**config.mk**
```make
export PLATFORM = sky130hd
export DESIGN_NAME = mul_rr_scheduler
export DESIGN_NICKNAME = d
export VERILOG_FILES = /design/src/rtl/mul_rr_scheduler.sv
export SDC_FILE = /design/constraint.sdc
export NUM_CORES = 1
export LEC_CHECK = 0
export ABC_AREA = 1
export BUFFER_PORTS_ARGS = -buffer_cell sky130_fd_sc_hd__buf_2
export CORE_AREA = 8 8 352 354
export CTS_CLUSTER_SIZE = 20
export DETAILED_ROUTE_END_ITERATION = 8
export DIE_AREA = 0 0 360 362
export GPL_ROUTABILITY_DRIVEN = 0
export PLACE_DENSITY = 0.33
export SLEW_MARGIN = 40
export SYNTH_ARGS = -nofsm -noshare
export SYNTH_HDL_FRONTEND = slang
export SYNTH_SLANG_ARGS = --single-unit
```
**constraint.sdc**
```tcl
create_clock -name clk -period 4.13 [get_ports clk]
set_input_delay 0.826 -clock clk [delete_from_list [all_inputs] [get_ports clk]]
set_output_delay 0.826 -clock clk [all_outputs]
set_load 0.02 [all_outputs]
```
**src/rtl/mul_rr_scheduler.sv**
```systemverilog
// mul_rr_scheduler
// Round-robin front end that lets NUM_REQ requesters share one 64x64 Booth
// multiplier. Each accepted request walks the multiplier through
// CLR -> START -> WAIT and then holds the product in RESP until it is consumed.
// Only one operation is in flight at a time.
//
// Optional build macro: MUL_RR_SCHED_TIMEOUT_EN
//   Adds parameter TIMEOUT_CYC, an 8-bit WAIT watchdog and output rsp_error.
//   If the watchdog expires, the multiplier is cleared and a zero result is
//   returned with rsp_error set.

module mul_rr_scheduler #(
  parameter int NUM_REQ = 4,
  parameter int DATA_W  = 64
`ifdef MUL_RR_SCHED_TIMEOUT_EN
  ,
  parameter int TIMEOUT_CYC = 255
`endif
) (
  input  logic                      clk,
  input  logic                      reset,
  input  logic [NUM_REQ-1:0]        req_valid,
  output logic [NUM_REQ-1:0]        req_ready,
  input  logic [NUM_REQ*DATA_W-1:0] req_multiplier,
  input  logic [NUM_REQ*DATA_W-1:0] req_multiplicand,
  output logic [NUM_REQ-1:0]        rsp_valid,
  input  logic                      rsp_ready,
  output logic [2*DATA_W-1:0]       rsp_result,
  output logic [2:0]                rsp_id,
  output logic                      mul_op_start,
  output logic                      mul_op_clear,
  output logic [DATA_W-1:0]         mul_multiplier,
  output logic [DATA_W-1:0]         mul_multiplicand,
  input  logic                      mul_op_done,
  input  logic [2*DATA_W-1:0]       mul_result,
`ifdef MUL_RR_SCHED_TIMEOUT_EN
  output logic                      rsp_error,
`endif
  output logic                      busy
);

  // Index width for requester numbers (at least one bit).
  localparam int IDX_W = (NUM_REQ > 1) ? $clog2(NUM_REQ) : 1;
  localparam logic [IDX_W-1:0] LAST_IDX = IDX_W'(NUM_REQ - 1);
  localparam logic [IDX_W:0]   NUM_REQ_W = (IDX_W + 1)'(NUM_REQ);

  typedef enum logic [2:0] {
    ST_IDLE  = 3'd0,
    ST_CLR   = 3'd1,
    ST_START = 3'd2,
    ST_WAIT  = 3'd3,
    ST_RESP  = 3'd4
  } state_e;

  // State and datapath registers.
  state_e                state_q, state_d;
  logic [IDX_W-1:0]      rr_q, rr_d;
  logic [IDX_W-1:0]      id_q, id_d;
  logic [DATA_W-1:0]     mplier_q, mplier_d;
  logic [DATA_W-1:0]     mcand_q, mcand_d;
  logic [2*DATA_W-1:0]   result_q, result_d;

`ifdef MUL_RR_SCHED_TIMEOUT_EN
  localparam logic [7:0] WD_LAST = 8'(TIMEOUT_CYC - 1);
  logic [7:0] wd_q, wd_d;
  logic       err_q, err_d;
  logic       timeout_s;
`endif

  // Arbitration signals.
  logic                  win_found_s;
  logic [IDX_W-1:0]      win_idx_s;
  logic [IDX_W:0]        cand_sum_s;
  logic [IDX_W-1:0]      cand_idx_s;
  logic                  take_s;
  logic [DATA_W-1:0]     sel_mplier_s;
  logic [DATA_W-1:0]     sel_mcand_s;

  // Round-robin search: first valid requester at or above rr_q, with wrap.
  always_comb begin
    win_found_s = 1'b0;
    win_idx_s   = '0;
    cand_sum_s  = '0;
    cand_idx_s  = '0;
    take_s      = 1'b0;
    for (int k = 0; k < NUM_REQ; k++) begin
      cand_sum_s  = {1'b0, rr_q} + (IDX_W + 1)'(k);
      cand_sum_s  = (cand_sum_s >= NUM_REQ_W) ? (cand_sum_s - NUM_REQ_W) : cand_sum_s;
      cand_idx_s  = cand_sum_s[IDX_W-1:0];
      take_s      = (!win_found_s) && req_valid[cand_idx_s];
      win_idx_s   = take_s ? cand_idx_s : win_idx_s;
      win_found_s = win_found_s | take_s;
    end
  end

  // Operand selection for the arbitration winner.
  always_comb begin
    sel_mplier_s = '0;
    sel_mcand_s  = '0;
    for (int i = 0; i < NUM_REQ; i++) begin
      sel_mplier_s = (win_idx_s == IDX_W'(i)) ? req_multiplier[i*DATA_W +: DATA_W]   : sel_mplier_s;
      sel_mcand_s  = (win_idx_s == IDX_W'(i)) ? req_multiplicand[i*DATA_W +: DATA_W] : sel_mcand_s;
    end
  end

  // Accept pulse: combinational so the requester sees it in the accept cycle.
  always_comb begin
    req_ready = '0;
    for (int i = 0; i < NUM_REQ; i++) begin
      req_ready[i] = (state_q == ST_IDLE) && win_found_s && (win_idx_s == IDX_W'(i));
    end
  end

`ifdef MUL_RR_SCHED_TIMEOUT_EN
  // Watchdog fires when WAIT has lasted TIMEOUT_CYC cycles without done.
  always_comb begin
    timeout_s = (state_q == ST_WAIT) && !mul_op_done && (wd_q == WD_LAST);
  end
`endif

  // Next-state and datapath update logic.
  always_comb begin
    state_d  = state_q;
    rr_d     = rr_q;
    id_d     = id_q;
    mplier_d = mplier_q;
    mcand_d  = mcand_q;
    result_d = result_q;
`ifdef MUL_RR_SCHED_TIMEOUT_EN
    wd_d     = wd_q;
    err_d    = err_q;
`endif
    case (state_q)
      ST_IDLE: begin
        if (win_found_s) begin
          id_d     = win_idx_s;
          mplier_d = sel_mplier_s;
          mcand_d  = sel_mcand_s;
          state_d  = ST_CLR;
        end else begin
          state_d  = ST_IDLE;
        end
      end
      ST_CLR: begin
        // The multiplier's bit counter only restarts after a clear.
        state_d = ST_START;
      end
      ST_START: begin
`ifdef MUL_RR_SCHED_TIMEOUT_EN
        wd_d    = 8'd0;
`endif
        state_d = ST_WAIT;
      end
      ST_WAIT: begin
        if (mul_op_done) begin
          result_d = mul_result;
          state_d  = ST_RESP;
        end else begin
`ifdef MUL_RR_SCHED_TIMEOUT_EN
          wd_d = wd_q + 8'd1;
          if (timeout_s) begin
            result_d = '0;
            err_d    = 1'b1;
            state_d  = ST_RESP;
          end else begin
            state_d  = ST_WAIT;
          end
`else
          state_d = ST_WAIT;
`endif
        end
      end
      ST_RESP: begin
        if (rsp_ready) begin
          rr_d    = (id_q == LAST_IDX) ? '0 : (id_q + IDX_W'(1));
`ifdef MUL_RR_SCHED_TIMEOUT_EN
          err_d   = 1'b0;
`endif
          state_d = ST_IDLE;
        end else begin
          state_d = ST_RESP;
        end
      end
      default: begin
        state_d = ST_IDLE;
      end
    endcase
  end

  // State and datapath registers with synchronous reset.
  always_ff @(posedge clk) begin
    if (reset) begin
      state_q  <= ST_IDLE;
      rr_q     <= '0;
      id_q     <= '0;
      mplier_q <= '0;
      mcand_q  <= '0;
      result_q <= '0;
`ifdef MUL_RR_SCHED_TIMEOUT_EN
      wd_q     <= 8'd0;
      err_q    <= 1'b0;
`endif
    end else begin
      state_q  <= state_d;
      rr_q     <= rr_d;
      id_q     <= id_d;
      mplier_q <= mplier_d;
      mcand_q  <= mcand_d;
      result_q <= result_d;
`ifdef MUL_RR_SCHED_TIMEOUT_EN
      wd_q     <= wd_d;
      err_q    <= err_d;
`endif
    end
  end

  // Response valid is one-hot on the latched requester index while in RESP.
  always_comb begin
    rsp_valid = '0;
    for (int i = 0; i < NUM_REQ; i++) begin
      rsp_valid[i] = (state_q == ST_RESP) && (id_q == IDX_W'(i));
    end
  end

  // Remaining outputs decode directly from registered state.
  always_comb begin
    busy             = (state_q != ST_IDLE);
    mul_op_start     = (state_q == ST_START);
`ifdef MUL_RR_SCHED_TIMEOUT_EN
    mul_op_clear     = (state_q == ST_CLR) || timeout_s;
    rsp_error        = err_q;
`else
    mul_op_clear     = (state_q == ST_CLR);
`endif
    mul_multiplier   = mplier_q;
    mul_multiplicand = mcand_q;
    rsp_result       = result_q;
    rsp_id           = (state_q == ST_RESP) ? 3'(id_q) : 3'd0;
  end

endmodule

```
* After elaboration in Yosys (flattened, before gate mapping)
Cells that the tools add are included.
Word-level totals: register bits after elaboration 263, bits of input ports 648, output and inout port bits 270, logic and storage cells 87
Operators by class: add/sub/neg operators 8, order comparisons 8, equality and inequality tests 10, muxes and demuxes 30, bitwise operators 3, reduce and logical (&&, ||, !) cells 22
Operator list (number):
- 2-to-1 mux 64 bit | 8
- 2-to-1 mux 2 bit | 10
- case mux 3 bit (5 select lines) | 1
- logical AND 1 bit | 12
- less-than comparator 2 x 3 -> 1 bit (second input constant) | 4
- >= comparator 3 bit (second input constant) | 3
- binary-select mux 1 bit (select 2 bit) | 4
- == test 2 bit (second input constant) | 4
- subtractor 2 x 1 -> 2 bit (second input constant) | 4
- adder 2 x 2 -> 3 bit (second input constant) | 2
- == test 3 x 2 -> 1 bit (second input constant) | 2
- 2-to-1 mux 3 bit | 2
- AND reduction 2 bit | 3
- 2-to-1 mux 1 bit | 5
- == test 2 x 1 -> 1 bit (second input constant) | 2
- logical NOT 2 bit | 2
- adder 2 x 1 -> 3 bit (second input constant) | 1
- == test 3 x 1 -> 1 bit (second input constant) | 1
- == test 3 bit (second input constant) | 1
- >= comparator 2 x 3 -> 1 bit (second input constant) | 1
- logical NOT 1 bit | 3
- logical NOT 3 bit | 1
- OR 1 bit | 3
- nonzero test 3 bit | 1
- adder 2 x 1 -> 2 bit (second input constant) | 1

* Logic depth before layout (Yosys ltp)
depth after elaboration 18, depth in mapped cells 17, depth with buffers taken out 15

* Worst setup path after synthesis
No wires, ideal clock.
path kind input port to output port, start point input port req_valid[0], end point output port req_ready[1], arrival time 2254 ps, required time 3304 ps, setup slack 1050 ps, cell stages on the path 13, cells stage by stage inv_1 > nand2_1 > nand3_2 > nand2_1 > inv_2 > nand3_1 > or2_1 > nand3_2 > inv_2 > buf_2 > buf_2 > nand2_1 > nor2_1
Between the ends: cells in the longest elaborated chain, start to end 13, elaborated cells between the ends (all ways) 24, classes of those cells eq/ne (1); mux (12); bitwise (3); reduce/logical (8)
Ends and longest elaborated chain:
- from (decl) | RTL line 22 | input logic [NUM_REQ-1:0] req_valid,
- binary-select mux 1 bit (select 2 bit) | RTL line 90 | take_s = (!win_found_s) && req_valid[cand_idx_s];
- 2-to-1 mux 1 bit (not written as such) | RTL line 90
- logical NOT 1 bit | RTL line 90
- logical AND 1 bit | RTL line 90
- OR 1 bit | RTL line 92 | win_found_s = win_found_s | take_s;
- logical NOT 1 bit | RTL line 90
- logical AND 1 bit | RTL line 90
- OR 1 bit | RTL line 92
- logical NOT 1 bit | RTL line 90
- logical AND 1 bit | RTL line 90
- 2-to-1 mux 2 bit / OR 1 bit (equally long branches) | RTL line 91, 92
- == test 2 x 1 -> 1 bit / logical AND 1 bit (equally long branches) | RTL line 110 | req_ready[i] = (state_q == ST_IDLE) && win_found_s && (win_idx_s == IDX_W'(i));
- logical AND 1 bit * | RTL line 110
- to (decl) | RTL line 23 | output logic [NUM_REQ-1:0] req_ready,
Every way passes the cells marked *; elsewhere a longest branch is shown, timed or not. The select of a mux whose other input is x is not followed.

* Final worst setup path
start point register rr_q[0], end point output port req_ready[2]
Between the ends: cells in the longest elaborated chain, start to end 15, elaborated cells between the ends (all ways) 39, classes of those cells add/sub (7); order compare (4); eq/ne (1); mux (16); bitwise (3); reduce/logical (8)
Ends and longest elaborated chain:
- from (decl) | RTL line 57 | logic [IDX_W-1:0] rr_q, rr_d;
- from (signal assigned) | RTL line 205 | rr_q <= rr_d;
- adder 2 x 1 -> 3 bit (tied with other cells) | RTL line 87 | cand_sum_s = {1'b0, rr_q} + (IDX_W + 1)'(k);
- >= comparator 3 bit (tied with other cells) | RTL line 88 | cand_sum_s = (cand_sum_s >= NUM_REQ_W) ? (cand_sum_s - NUM_REQ_W) : cand_sum_s;
- 2-to-1 mux 2 bit / binary-select mux 1 bit (select 2 bit) (equally long branches) | RTL line 88, 90
- binary-select mux 1 bit (select 2 bit) / 2-to-1 mux 1 bit (equally long branches) | RTL line 90
- 2-to-1 mux 1 bit (not written as such) / logical NOT 1 bit (equally long branches) | RTL line 90
- logical AND 1 bit | RTL line 90
- OR 1 bit | RTL line 92
- logical NOT 1 bit | RTL line 90
- logical AND 1 bit | RTL line 90
- OR 1 bit | RTL line 92
- logical NOT 1 bit | RTL line 90
- logical AND 1 bit | RTL line 90
- 2-to-1 mux 2 bit / OR 1 bit (equally long branches) | RTL line 91, 92
- == test 2 bit / logical AND 1 bit (equally long branches) | RTL line 110
- logical AND 1 bit * | RTL line 110
Marks and branches as above.

==> reports/results.ini <==
[clock_network]
clock_latency_ns=0.59
htree_num_levels=2
cts_num_sinks=263
numCtsBuffers=39
clockBufferDepth=3
cts_root_buffer=clkbuf_16
postCtsSetupRepairBufs=0
clk_pin_slew_ns=0.06
cts_tree=yes

[cells_and_area]
syn2layout_area_growth_pct=52.9
fill_cells=13900
layout_common_cells=915 x buf_2, 652 x nand2_1, 492 x nor2_1
drive_gt1_share_pct=32.5
fin_nets=3853
final_common_cell=buf_2

[placed_design]
io_buffers=916
dp_slack_ns=0.618
hpwlAfterDp_um=73000

[status]
outcome=complete, no violations

[yosys]
netlist_instances=2368
avgSynthCellArea_um2=5.98
syn_nets=3020
synth_top_cell_by_area=dfxtp_1
ys_seq_area_share_pct=37.2
synth_area_leaders=dfxtp_1 37%, nand2_1 17%, nor2_1 13%, nand3_1 6.8%, inv_1 6.7%
synth_top_area_share_pct=37.2
ys_warn_count=0
netlist_area_um2=14200
synth_seq_cells=263
yosysUniqueCellTypes=28

[floorplanning]
fp.dieH_um=362
start_util_pct=11.9
die_x_um=360
die_area_um2=130000
io_pins=918
core_region_area_um2=119000
rows=127

[worst_setup_path]
critPathMaxFanout=21
cpMaxStageDelayCell=dfxtp_2
cp_common_cell=nand2_1
end_kind=output pin
path_class=reg -> out
cp.required_ns=3.30
crit_chain=inv_2 > nand2_1 > nand2_1 > nand2_1 > nand2_1 > a21oi_1 > nand2_1 > nand2_4 > nand2_2 > nor2_1 > buf_2
arrival_ns=2.80
start_kind=flip-flop
cp_slowest_stage_delay_ns=0.46
cp_top_family=simple AND/OR/NAND/NOR gates
critPathBufInv=2

[sta]
finalSetupViolations=0
relSlewSlack_pct=44.6
slew_viol_final=0
max_freq_ghz=0.276
rsz0062_at_grt=false
timing.final.ws_setup_ns=0.503
hold_violations=0
post-route-period-util_pct=87.8
period_minus_slack_ns=3.63
setup_tns_ns=0
worstMarginPinSlew_ns=0.830
fin_skew_ns=0.0240

[route]
vias=17800
drt_iter0_markers=1116
wl_per_cell_um=19.5
wl_um=93600
vias_per_cell=3.70
dr.pass1.iters=5
antenna_left=0
drc=0

[run]
max_cap_violations=0

[global_routing]
antenna_found_initial=43
grt_pass1_wl_um=131000
grt_max_degree=130
grt_pass1_vias=18000
grt_overflow=0
grt_usage_pct=13.5

[power]
p_leak_nw=11.7
ir_drop_uv=230
power_per_cell_area_nw_per_um2=434

[hold_path]
holdCritPathClass=in -> reg

## tightest hold or removal path, stage by stage
cell	delay, ns
buf_2	0.07
nor2_1	0.03
nor2_1	0.08
## cell usage after synthesis
library cell	number
nor2_2	1
conb_1	1
buf_2	46
o21ai_0	183
nand2_2	3
o211ai_1	17
a21boi_2	1
a211oi_1	1
dfxtp_1	263
a21oi_1	102
inv_2	7
nand2_1	652
or2_1	3
nor2_4	2
buf_4	23
buf_6	2
ha_1	4
nand3_2	3
o21ai_1	6
o21a_1	2
or2_2	19
clkbuf_1	85
nand4_1	1
nand3_1	193
buf_1	2
nor2_1	492
inv_1	251
nor3_1	3
## per-stage QoR
stage | area (um^2) | hold slack [ns] | util, % | instances | total power, W
floorplan | 14200 | 0.478 | - | 2368 | 0.00473
global placement | 20300 | 0.452 | 17.1 | 4708 | 0.00614
detailed placement | 20300 | 0.453 | 17.1 | 4708 | 0.00614
CTS | 21600 | 0.379 | 18.2 | 4778 | 0.00971
global route | 21600 | 0.399 | 18.2 | 4789 | 0.0101
finish | 21600 | 0.448 | 18.2 | 4798 | 0.00940
## kinds of logic after synthesis
kind of cell             Yosys count  share of synthesized area (%)
buffers and inverters            416                           12.2
adder cells (fa/ha/maj)            4                          0.354
other                              1                         0.0265
AND/OR/NAND/NOR                 1372                           38.8
flip-flops                       263                           37.2
AO/OA/AOI/OAI                    312                           11.4
## final cells by class
| cell class | instances | area (um^2) | share of cell area, % |
|---|---|---|---|
| inverter | 258 | 983 | 4.54 |
| multi-input combinational | 1689 | 7190 | 33.2 |
| sequential | 263 | 5270 | 24.3 |
| antenna | 20 | 50.0 | 0.231 |
| tap | 1548 | 1940 | 8.95 |
| timing repair buffer | 950 | 4930 | 22.8 |
| clock buffer | 59 | 1160 | 5.36 |
| clock inverter | 11 | 129 | 0.595 |
## registers in the layout, indices dropped and copies added (netlist names)
signal,count
rsp_result,128
rr_q,2
state_q,3
mul_multiplier,64
id_q,2
mul_multiplicand,64
## routing by layer
metal | vias up | track usage, % | wire length (um)
met5 | - | 0 | 100
met1 | 8032 | 15.0 | 36600
met3 | 107 | 4.58 | 7030
li1 | 8986 | - | -
met2 | 627 | 24.3 | 47500
met4 | 14 | 3.87 | 2260
## path summary, 6_finish.rpt
kind	from	endpoint	slack, ns	cells after the start
max	rr_q[0]	req_ready[2]	0.50	11
min reg2reg	mul_multiplier[22]	mul_multiplier[22]	0.46	2
min	mul_result[89]	rsp_result[89]	0.45	3
max reg2reg	rr_q[0]	mul_multiplicand[8]	1.10	17
## report_power, final
part           switching (W)  internal (W)
Combinational        0.00200      0.000967
Sequential          0.000163       0.00285
Clock                0.00145       0.00197
Total                0.00361       0.00579
## repair_timing
action                                  in CTS  in global routing
gates resized for setup                      0                  1
endpoints found under the setup margin       0                  2
hold buffers                                 0                  0
Power figures use the tool's default switching activity.
